$ cat src/rtl/display_pkg.sv
// Shared definitions for the 4-digit display scan controller:
// digit count, FSM state encoding, digit-select and digit-field helpers.
package display_pkg;

  localparam int N_DIGITS = 4;

  typedef enum logic [1:0] {
    S_IDLE  = 2'd0,
    S_ON    = 2'd1,
    S_GUARD = 2'd2
  } state_t;

  // Digit 0 is the leftmost position and maps to the MSB of the select.
  function automatic logic [3:0] onehot_sel(input logic [1:0] idx);
    return 4'b1000 >> idx;
  endfunction

  // Digit 0 lives in the top nibble of the packed word.
  function automatic logic [3:0] digit_field(input logic [15:0] word, input logic [1:0] idx);
    logic [3:0] field;
    case (idx)
      2'd0:    field = word[15:12];
      2'd1:    field = word[11:8];
      2'd2:    field = word[7:4];
      default: field = word[3:0];
    endcase
    return field;
  endfunction

endpackage

$ cat src/rtl/display_scan_controller_if.sv
// Bundle of the scan controller's data/handshake signals.
// master: the side supplying enable and digits; slave: the scan controller.
interface display_scan_controller_if;
  logic        enable;
  logic [15:0] digits_in;
  logic [3:0]  indicador;
  logic [3:0]  digit_value;
  logic        frame_tick;

  modport master (
    output enable, digits_in,
    input  indicador, digit_value, frame_tick
  );

  modport slave (
    input  enable, digits_in,
    output indicador, digit_value, frame_tick
  );
endinterface

$ cat src/rtl/scan_slot_timer.sv
// Phase timer for the scan controller: counts cycles within the current
// phase and raises phase_done while the count equals the terminal value.
// The count restarts from zero whenever clear is asserted.
module scan_slot_timer #(
  parameter int CW = 3
) (
  input  logic          clock,
  input  logic          reset_n,
  input  logic          clear,
  input  logic [CW-1:0] terminal,
  output logic          phase_done
);

  logic [CW-1:0] cnt;

  // Phase cycle counter; equality compare below means it never wraps unnoticed.
  always_ff @(posedge clock or negedge reset_n) begin
    if (!reset_n) begin
      cnt <= '0;
    end else if (clear) begin
      cnt <= '0;
    end else begin
      cnt <= cnt + 1'b1;
    end
  end

  assign phase_done = (cnt == terminal);

endmodule

$ cat src/rtl/display_scan_controller.sv
// Time-multiplexed scan of a 4-digit 7-segment display with an all-off
// guard gap at the end of every digit slot. The digit word is captured
// once per frame so a mid-frame change never tears the display.
// Optional feature: define LEADING_ZERO_BLANK_EN to blank leading zero
// digits (digit 3 always stays lit).
module display_scan_controller
  import display_pkg::*;
#(
  parameter int SLOT_CYCLES  = 1000,
  parameter int GUARD_CYCLES = 50
) (
  input logic                       clock,
  input logic                       reset_n,
  display_scan_controller_if.slave  bus
);

  localparam int            CW         = $clog2(SLOT_CYCLES);
  localparam bit            HAS_GUARD  = (GUARD_CYCLES > 0);
  localparam logic [CW-1:0] ON_TERM    = CW'(SLOT_CYCLES - GUARD_CYCLES - 1);
  localparam logic [CW-1:0] GUARD_TERM = CW'(HAS_GUARD ? GUARD_CYCLES - 1 : 0);

  state_t        state_reg, state_next;
  logic [1:0]    idx_reg, idx_next;
  logic [15:0]   frame_buf_reg, frame_buf_next;
  logic [3:0]    blank_reg, blank_next;
  logic [3:0]    indicador_reg, indicador_next;
  logic [3:0]    value_reg, value_next;
  logic          tick_reg, tick_next;
  logic [3:0]    capture_blank;
  logic          capture, advance, clear, phase_done;
  logic [CW-1:0] terminal;

`ifdef LEADING_ZERO_BLANK_EN
  // A digit is blanked while every digit to its left (and itself) is zero.
  always_comb begin
    capture_blank    = 4'b0000;
    capture_blank[0] = (digit_field(bus.digits_in, 2'd0) == 4'd0);
    capture_blank[1] = capture_blank[0] && (digit_field(bus.digits_in, 2'd1) == 4'd0);
    capture_blank[2] = capture_blank[1] && (digit_field(bus.digits_in, 2'd2) == 4'd0);
  end
`else
  assign capture_blank = 4'b0000;
`endif

  // Next state, frame capture and next registered outputs.
  always_comb begin
    state_next     = state_reg;
    idx_next       = idx_reg;
    frame_buf_next = frame_buf_reg;
    blank_next     = blank_reg;
    indicador_next = indicador_reg;
    value_next     = value_reg;
    tick_next      = 1'b0;
    capture        = 1'b0;
    advance        = 1'b0;

    if (!bus.enable) begin
      // Disable wins over everything, including a simultaneous wrap.
      state_next     = S_IDLE;
      idx_next       = 2'd0;
      indicador_next = 4'b0000;
    end else begin
      case (state_reg)
        S_IDLE: begin
          capture = 1'b1;
        end
        S_ON: begin
          if (phase_done) begin
            if (HAS_GUARD) begin
              state_next     = S_GUARD;
              indicador_next = 4'b0000;
            end else begin
              advance = 1'b1;
            end
          end
        end
        S_GUARD: begin
          if (phase_done) begin
            advance = 1'b1;
          end
        end
        default: state_next = S_IDLE;
      endcase
    end

    if (advance) begin
      idx_next = idx_reg + 2'd1;
      capture  = (idx_reg == 2'd3);
    end

    if (capture) begin
      idx_next       = 2'd0;
      frame_buf_next = bus.digits_in;
      blank_next     = capture_blank;
      tick_next      = 1'b1;
    end

    if (capture || advance) begin
      state_next     = S_ON;
      indicador_next = blank_next[idx_next] ? 4'b0000 : onehot_sel(idx_next);
      value_next     = digit_field(frame_buf_next, idx_next);
    end

    clear    = (state_next != state_reg) || advance || (state_reg == S_IDLE);
    terminal = (state_reg == S_GUARD) ? GUARD_TERM : ON_TERM;
  end

  // State, scan position, captured frame and registered outputs.
  always_ff @(posedge clock or negedge reset_n) begin
    if (!reset_n) begin
      state_reg     <= S_IDLE;
      idx_reg       <= 2'd0;
      frame_buf_reg <= 16'h0000;
      blank_reg     <= 4'b0000;
      indicador_reg <= 4'b0000;
      value_reg     <= 4'd0;
      tick_reg      <= 1'b0;
    end else begin
      state_reg     <= state_next;
      idx_reg       <= idx_next;
      frame_buf_reg <= frame_buf_next;
      blank_reg     <= blank_next;
      indicador_reg <= indicador_next;
      value_reg     <= value_next;
      tick_reg      <= tick_next;
    end
  end

  scan_slot_timer #(
    .CW (CW)
  ) u_timer (
    .clock      (clock),
    .reset_n    (reset_n),
    .clear      (clear),
    .terminal   (terminal),
    .phase_done (phase_done)
  );

  assign bus.indicador   = indicador_reg;
  assign bus.digit_value = value_reg;
  assign bus.frame_tick  = tick_reg;

endmodule

$ cat src/flat_wrapper.sv
// flat-port wrapper written by rule: the top's interface ports become plain ports
module display_scan_controller_flat import display_pkg::*;
#(
  parameter int SLOT_CYCLES  = 1000,
  parameter int GUARD_CYCLES = 50
)
  (clock, reset_n, bus_enable, bus_digits_in, bus_indicador, bus_digit_value, bus_frame_tick);
  display_scan_controller_if bus_i ();
  input logic clock;
  input logic reset_n;
  input wire logic [$bits(bus_i.enable)-1:0] bus_enable;
  input wire logic [$bits(bus_i.digits_in)-1:0] bus_digits_in;
  output wire logic [$bits(bus_i.indicador)-1:0] bus_indicador;
  output wire logic [$bits(bus_i.digit_value)-1:0] bus_digit_value;
  output wire logic [$bits(bus_i.frame_tick)-1:0] bus_frame_tick;
  assign bus_i.enable = bus_enable;
  assign bus_i.digits_in = bus_digits_in;
  assign bus_indicador = bus_i.indicador;
  assign bus_digit_value = bus_i.digit_value;
  assign bus_frame_tick = bus_i.frame_tick;
  display_scan_controller #(.SLOT_CYCLES(SLOT_CYCLES), .GUARD_CYCLES(GUARD_CYCLES)) u_core (.clock(clock), .reset_n(reset_n), .bus(bus_i));
endmodule
$ cat config.mk
export PLATFORM = sky130hd
export DESIGN_NAME = display_scan_controller_flat
export DESIGN_NICKNAME = d
export VERILOG_FILES = /design/src/rtl/display_pkg.sv /design/src/rtl/display_scan_controller_if.sv /design/src/rtl/scan_slot_timer.sv /design/src/rtl/display_scan_controller.sv /design/src/flat_wrapper.sv
export SDC_FILE = /design/constraint.sdc
export NUM_CORES = 1
export LEC_CHECK = 0
export CAP_MARGIN = 10
export CORE_ASPECT_RATIO = 1.1
export CORE_UTILIZATION = 49
export CTS_CLUSTER_SIZE = 16
export DETAILED_ROUTE_END_ITERATION = 8
export PLACE_DENSITY = 0.76
export RECOVER_POWER = 50
export SETUP_SLACK_MARGIN = 0.3
export SLEW_MARGIN = 20
export SYNTH_ARGS = -nofsm -noshare
export SYNTH_HDL_FRONTEND = slang
export SYNTH_HIERARCHICAL = 1
export SYNTH_SLANG_ARGS = --single-unit
$ cat constraint.sdc
create_clock -name clock -period 2.9 [get_ports clock]
set_input_delay 0.725 -clock clock [delete_from_list [all_inputs] [get_ports clock]]
set_output_delay 0.725 -clock clock [all_outputs]
set_load 0.005 [all_outputs]
==> Yosys cells after proc, flatten, opt, wreduce, memory -nomap -nowiden <==
Cells that the tools add are included.
{ "classes": {"muxes": 26, "n_eq_ne": 9, "reduce_logical": 7, "n_shift": 1, "addsub": 2, "order_cmp": 1} }
{ "op_table": {"columns": ["operator", "n"], "rows": [
  ["4-bit two-way mux", 6],
  ["10-bit two-way mux", 2],
  ["16-bit two-way mux", 1],
  ["2-bit two-way mux", 6],
  ["4-bit case mux with 3 select lines", 1],
  ["10-bit by 1-bit adder with 10-bit output, second input constant", 1],
  ["10-bit == test", 1],
  ["1-bit two-way mux", 8],
  ["2-bit == test, second input constant", 3],
  ["3-bit by 1-bit != test with 1-bit output, second input constant", 2],
  ["2-bit by 1-bit == test with 1-bit output, second input constant", 2],
  ["2-bit logical NOT", 2],
  ["2-bit case mux with 2 select lines", 1],
  ["4-bit by 2-bit >> shifter with 4-bit output, first input constant", 1],
  ["1-bit logical OR", 3],
  ["2-bit by 3-bit less-than comparator with 1-bit output, second input constant", 1],
  ["2-bit by 1-bit adder with 2-bit output, second input constant", 1],
  ["1-bit binary-select mux with 2-bit select", 1],
  ["2-bit != test", 1],
  ["2-bit AND reduction", 1],
  ["2-bit OR reduction", 1]
]} }
{ "word_totals": {"regBits": 43, "input_bits": 19} }

==> Longest topological paths before layout <==
{ "depth": {"depth_word": 13, "depth_mapped": 14, "ltp_nobuf": 10} }

==> Cells and area by module <==
Netlist, hierarchy kept.
{ "by_module_without_submodules": {"columns": ["module", "cells_each", "area_per_inst_um2", "n_inst", "seq_area_each_um2"], "rows": [
  ["display_scan_controller", 171, 1596.5, 1, 825.8],
  ["scan_slot_timer", 58, 574.3, 1, 250.2]
]} }

==> Least setup slack after synthesis <==
Ideal clock, no wire load.
{ "synth_path": {"path_kind": "register to register", "startpoint": "reg u_core.state_reg[0]", "endpoint": "reg u_core.value_reg[2], in the netlist u_core/bus.digit_value[2]", "t_arrival_ps": 2676, "period_less_slack_ps": 2810, "path_buffers": 3, "stages_incl_launch_ff": 13, "path_slack_ps": 90, "setup_time_ps": 134, "path_cell_list": "dfrtp_1 -> clkbuf_1 -> nand2b_1 -> xnor2_1 -> nand4_1 -> nor4_1 -> buf_4 -> or4b_4 -> a311oi_4 -> and3_1 -> buf_6 -> a2bb2oi_1 -> a21boi_1"} }
{ "synth_between": {"elab_chain_len": 10} }
{ "synth_lines": {"columns": ["item", "line_no", "source"], "rows": [
  ["from (decl)", "display_scan_controller.sv:22", "state_t state_reg, state_next;"],
  ["from (signal assigned)", "display_scan_controller.sv:119", "state_reg <= state_next;"],
  ["2-bit == test *", "display_scan_controller.sv:105", "terminal = (state_reg == S_GUARD) ? GUARD_TERM : ON_TERM;"],
  ["10-bit two-way mux *", "display_scan_controller.sv:105", null],
  ["named net u_core.terminal[2]", "display_scan_controller.sv:31", "logic [CW-1:0] terminal;"],
  ["10-bit == test *", "scan_slot_timer.sv:27", "assign phase_done = (cnt == terminal);"],
  ["named net u_core.phase_done", "display_scan_controller.sv:30", "logic capture, advance, clear, phase_done;"],
  ["1-bit two-way mux *", "display_scan_controller.sv:78", "if (phase_done) begin"],
  ["1-bit two-way mux *", null, null],
  ["1-bit two-way mux *", "display_scan_controller.sv:57", "if (!bus.enable) begin"],
  ["2-bit two-way mux or 1-bit two-way mux (tied branches)", "display_scan_controller.sv:86", "if (advance) begin"],
  ["2-bit two-way mux *", "display_scan_controller.sv:91", "if (capture) begin"],
  ["named net u_core.idx_next[0]", "display_scan_controller.sv:23", "logic [1:0] idx_reg, idx_next;"],
  ["2-bit == test, or another cell as far along", "display_pkg.sv:21", "case (idx)"],
  ["4-bit case mux with 3 select lines *", "display_pkg.sv:21", null],
  ["to (signal assigned)", "display_scan_controller.sv:124", "value_reg <= value_next;"],
  ["to (decl)", "display_scan_controller.sv:27", "logic [3:0] value_reg, value_next;"]
]} }
Mark *: on every way through the listed nets, which the timed path passes. The rest lies on a longest branch.
A chain may end at the register's enable or synchronous reset.

==> Worst setup path in the final report <==
Ends and elaborated chain as after synthesis.

==> key figures <==
Run status
  • Outcome: finished clean

Synth
  • Mapped Cells: 229
  • Syn Area/Cell: 9.48 µm²
  • Seq/Total Area, Yosys: 49.6%
  • Post-synth EDFFs: 0
  • Post-synth top flop: dfrtp_1
  • Yosys warning total: 6
  • FFs w/ async S/R, synth: 100%
  • Post-Syn Area: 0.00217 mm²
  • Synth top area cells: dfrtp_1 50%, nand2_1 9.3%, xnor2_1 4.0%
  • Count of cell types in the netlist: 43
  • Yosys reg bits: 43
  • Top-area cell type share of the netlist area: 49.6%
  • Area leader, netlist: dfrtp_1

Global routing
  • Met1 Use GR: 26.5%
  • Busiest layer in global routing: met2
  • GRT Resource Usage Total: 22.0%
  • Largest net degree at the start of global routing: 44
  • Vias in the first global route: 1695
  • Met2 Use GR: 37.3%
  • Initial antenna violation count: 0
  • Met3 GRT Util: 5.57%
  • First-pass GRT wire length: 7.85 mm
  • GRT overflow: 0

Drt
  • Via count: 1778
  • WL final: 4.74 mm
  • Starting DRT DRC Count: 86
  • Vias per cell: 5.57
  • Residual DRC: 0
  • Number of iterations in the first detailed-routing pass: 5
  • Wire length per cell: 14.8 µm
  • Post-route ant nets: 0

Timing
  • Max frequency: 383 MHz
  • Final Slew Violations: 0
  • Setup TNS: 0 ps
  • Tcrit/Tclk final: 90.1%
  • Hold slack: 471 ps
  • Final Hold Vio Count: 0
  • Worst slew pin tran: 1080 ps
  • Slew headroom: 27.9%
  • Clk_skew: 5.20 ps
  • Min setup slack post-route: 288 ps
  • RSZ-0062 raised after global routing: true
  • Final setup viols: 0
  • Minimum clock period: 2610 ps

Placed design
  • Port buffer count: 27
  • RD Place Congestion: 0.851
  • Post-DP HPWL: 3.17 mm
  • Place WS: 175 ps

Finish
  • ANT cells: 0
  • Number of flip-flops in the largest register: 16
  • Nets: 285
  • Fillcell total: 373
  • Area grow syn2layout: 22.2%
  • Share of cells above drive strength 1: 12.5%

CTS
  • CTS H-tree lvls: 2
  • Hold_buf cts: 0
  • CTS sink count: 43
  • TritonCTS buffer count: 5
  • CTS tree: done
  • Clock Latency Late Sink: 300 ps
  • Worst-path clk slew: 80 ps
  • Worst-case clock buffer depth: 2
  • Root Buffer: clkbuf_8

Die
  • Starting density of the core: 50.7%
  • Chip Width: 65.5 µm
  • Die area: 0.00470 mm²
  • Number of core rows: 25
  • Die height: 71.8 µm
  • Core box area: 0.00429 mm²
  • Ports: 28

Power and ir drop
  • Power Dens Cells: 468 mW/mm²
  • VDD IR max: 0.323 mV
  • LEAKAGE: 1.23 nW

Worst setup path
  • Crit path max fanout: 8
  • Worst Path Required: 3070 ps
  • Critical Setup Path Class: flop to flop
  • Startpoint Class: flop
  • Critical path arrival: 2780 ps
  • Crit path capture type: flop

Worst hold path
  • Hold WC Path Type: flop to flop

Job
  • Max-Cap Viols: 0
==> cell type report <==
class                      count  area [µm²]  area share, %
inverter                       6        22.5          0.849
tap                           54        67.6           2.55
sequential                    43        1080           40.6
multi-input combinational    172        1050           39.6
clock buffer                   7        96.3           3.63
clock inverter                 1        7.51          0.283
timing repair buffer          36         333           12.5
==> worst paths after layout <==
| check | startpoint | to | slack [ps] | cells after the start |
|---|---|---|---|---|
| worst min-delay path | u_core/frame_buf_reg[4] | u_core/frame_buf_reg[4] | 470 | 2 |
| worst min register to register | u_core/frame_buf_reg[4] | u_core/frame_buf_reg[4] | 470 | 2 |
| max in group asynchronous | reset_n | u_core/frame_buf_reg[15] | 1620 | 1 |
| min in group asynchronous | reset_n | u_core/state_reg[1] | 610 | 1 |
| worst max register to register | u_core/state_reg[0] | u_core/bus.digit_value[2] | 290 | 10 |
| worst max-delay path | u_core/state_reg[0] | u_core/bus.digit_value[2] | 290 | 10 |
==> synthesized netlist by cell type, types with 3 or more instances <==
master,number
a21oi_1,9
a21boi_1,4
xor2_1,4
xnor2_1,10
inv_1,3
nand2_1,54
or3_1,4
inv_2,3
nor2_1,19
o21ai_0,5
nor2b_1,3
clkbuf_1,5
a311oi_1,4
dfrtp_1,43
nand3_1,4
mux2_2,3
a222oi_1,4
nand3b_1,3
a2bb2oi_1,4
buf_2,3
nand4_1,4
a22o_1,3
and2_1,3
==> cells by family (layout without fill, tap and decap cells) <==
| logic type | after synthesis | after routing | share of synthesized area [%] |
|---|---|---|---|
| AO/OA/AOI/OAI | 38 | 38 | 13.4 |
| XOR/XNOR | 14 | 14 | 5.65 |
| adder cells (fa/ha/maj) | 2 | 2 | 1.15 |
| buffers and inverters | 19 | 50 | 4.55 |
| flip-flops | 43 | 43 | 49.6 |
| multiplexers | 3 | 3 | 1.56 |
| other | 2 | 6 | 0.346 |
| AND/OR/NAND/NOR | 108 | 109 | 23.7 |
==> critical path, cell delays in order, from the launching register on <==
cell and delay [ps]:
dfrtp_1 390, nand2b_4 180, xnor2_2 130, nand4_1 110, nor4_1 240, buf_4 200
or4b_4 480, a311oi_4 280, and3_4 270, a2bb2oi_1 70, a21boi_1 130
==> where the power goes <==
group / internal, mW / switching [mW]
logic: 0.0779 / 0.0732
registers: 0.640 / 0.0266
clock network: 0.217 / 0.207
total: 0.934 / 0.307
==> per-layer routing <==
metal / vias up / share of wire [%]
li1: 846 / -
met1: 866 / 41
met2: 54 / 51
met3: 12 / 4.8
met4: 0 / 2.4
met5: - / 0
==> stage by stage <==
step	cells	util (%)	cell area (µm²)	power [mW]
6_report	319	61.9	2650	1.24
5_1_grt	319	61.9	2650	1.31
4_1_cts	317	61.1	2620	1.25
3_5_place_dp	308	58.4	2500	0.827
3_3_place_gp	308	58.4	2500	0.822
2_1_floorplan	233	-	2200	0.747
==> cell usage in the layout, fill, tap and decap left out, types with 2 or more instances in the layout <==
cell              n
dlygate4sd3_1     2
or3_1             4
a21oi_1           9
a21boi_1          4
o21ai_0           5
clkdlybuf4s50_1  24
mux2_2            3
xnor2_2           2
and3_4            2
and2_1            3
nand2_1          54
buf_4             9
nor2_1           19
a311oi_1          4
xor2_1            4
a222oi_1          4
or2b_1            2
nand3b_1          3
nand4_1           4
nand3_1           4
nor4_1            2
ha_1              2
xnor2_1           8
conb_1            6
a22o_1            3
nor2b_1           3
clkbuf_8          7
a2bb2oi_1         4
inv_1             3
inv_2             3
dfrtp_1          43
==> timing repair <==
action | 4_1_cts | 5_1_grt
cloned | 0 | 1
setup buffers | 1 | 1
gates resized for setup | 2 | 4
setup endpoints to repair | 4 | 5
pin swaps | 0 | 1
(Power assumes the default switching activity.)
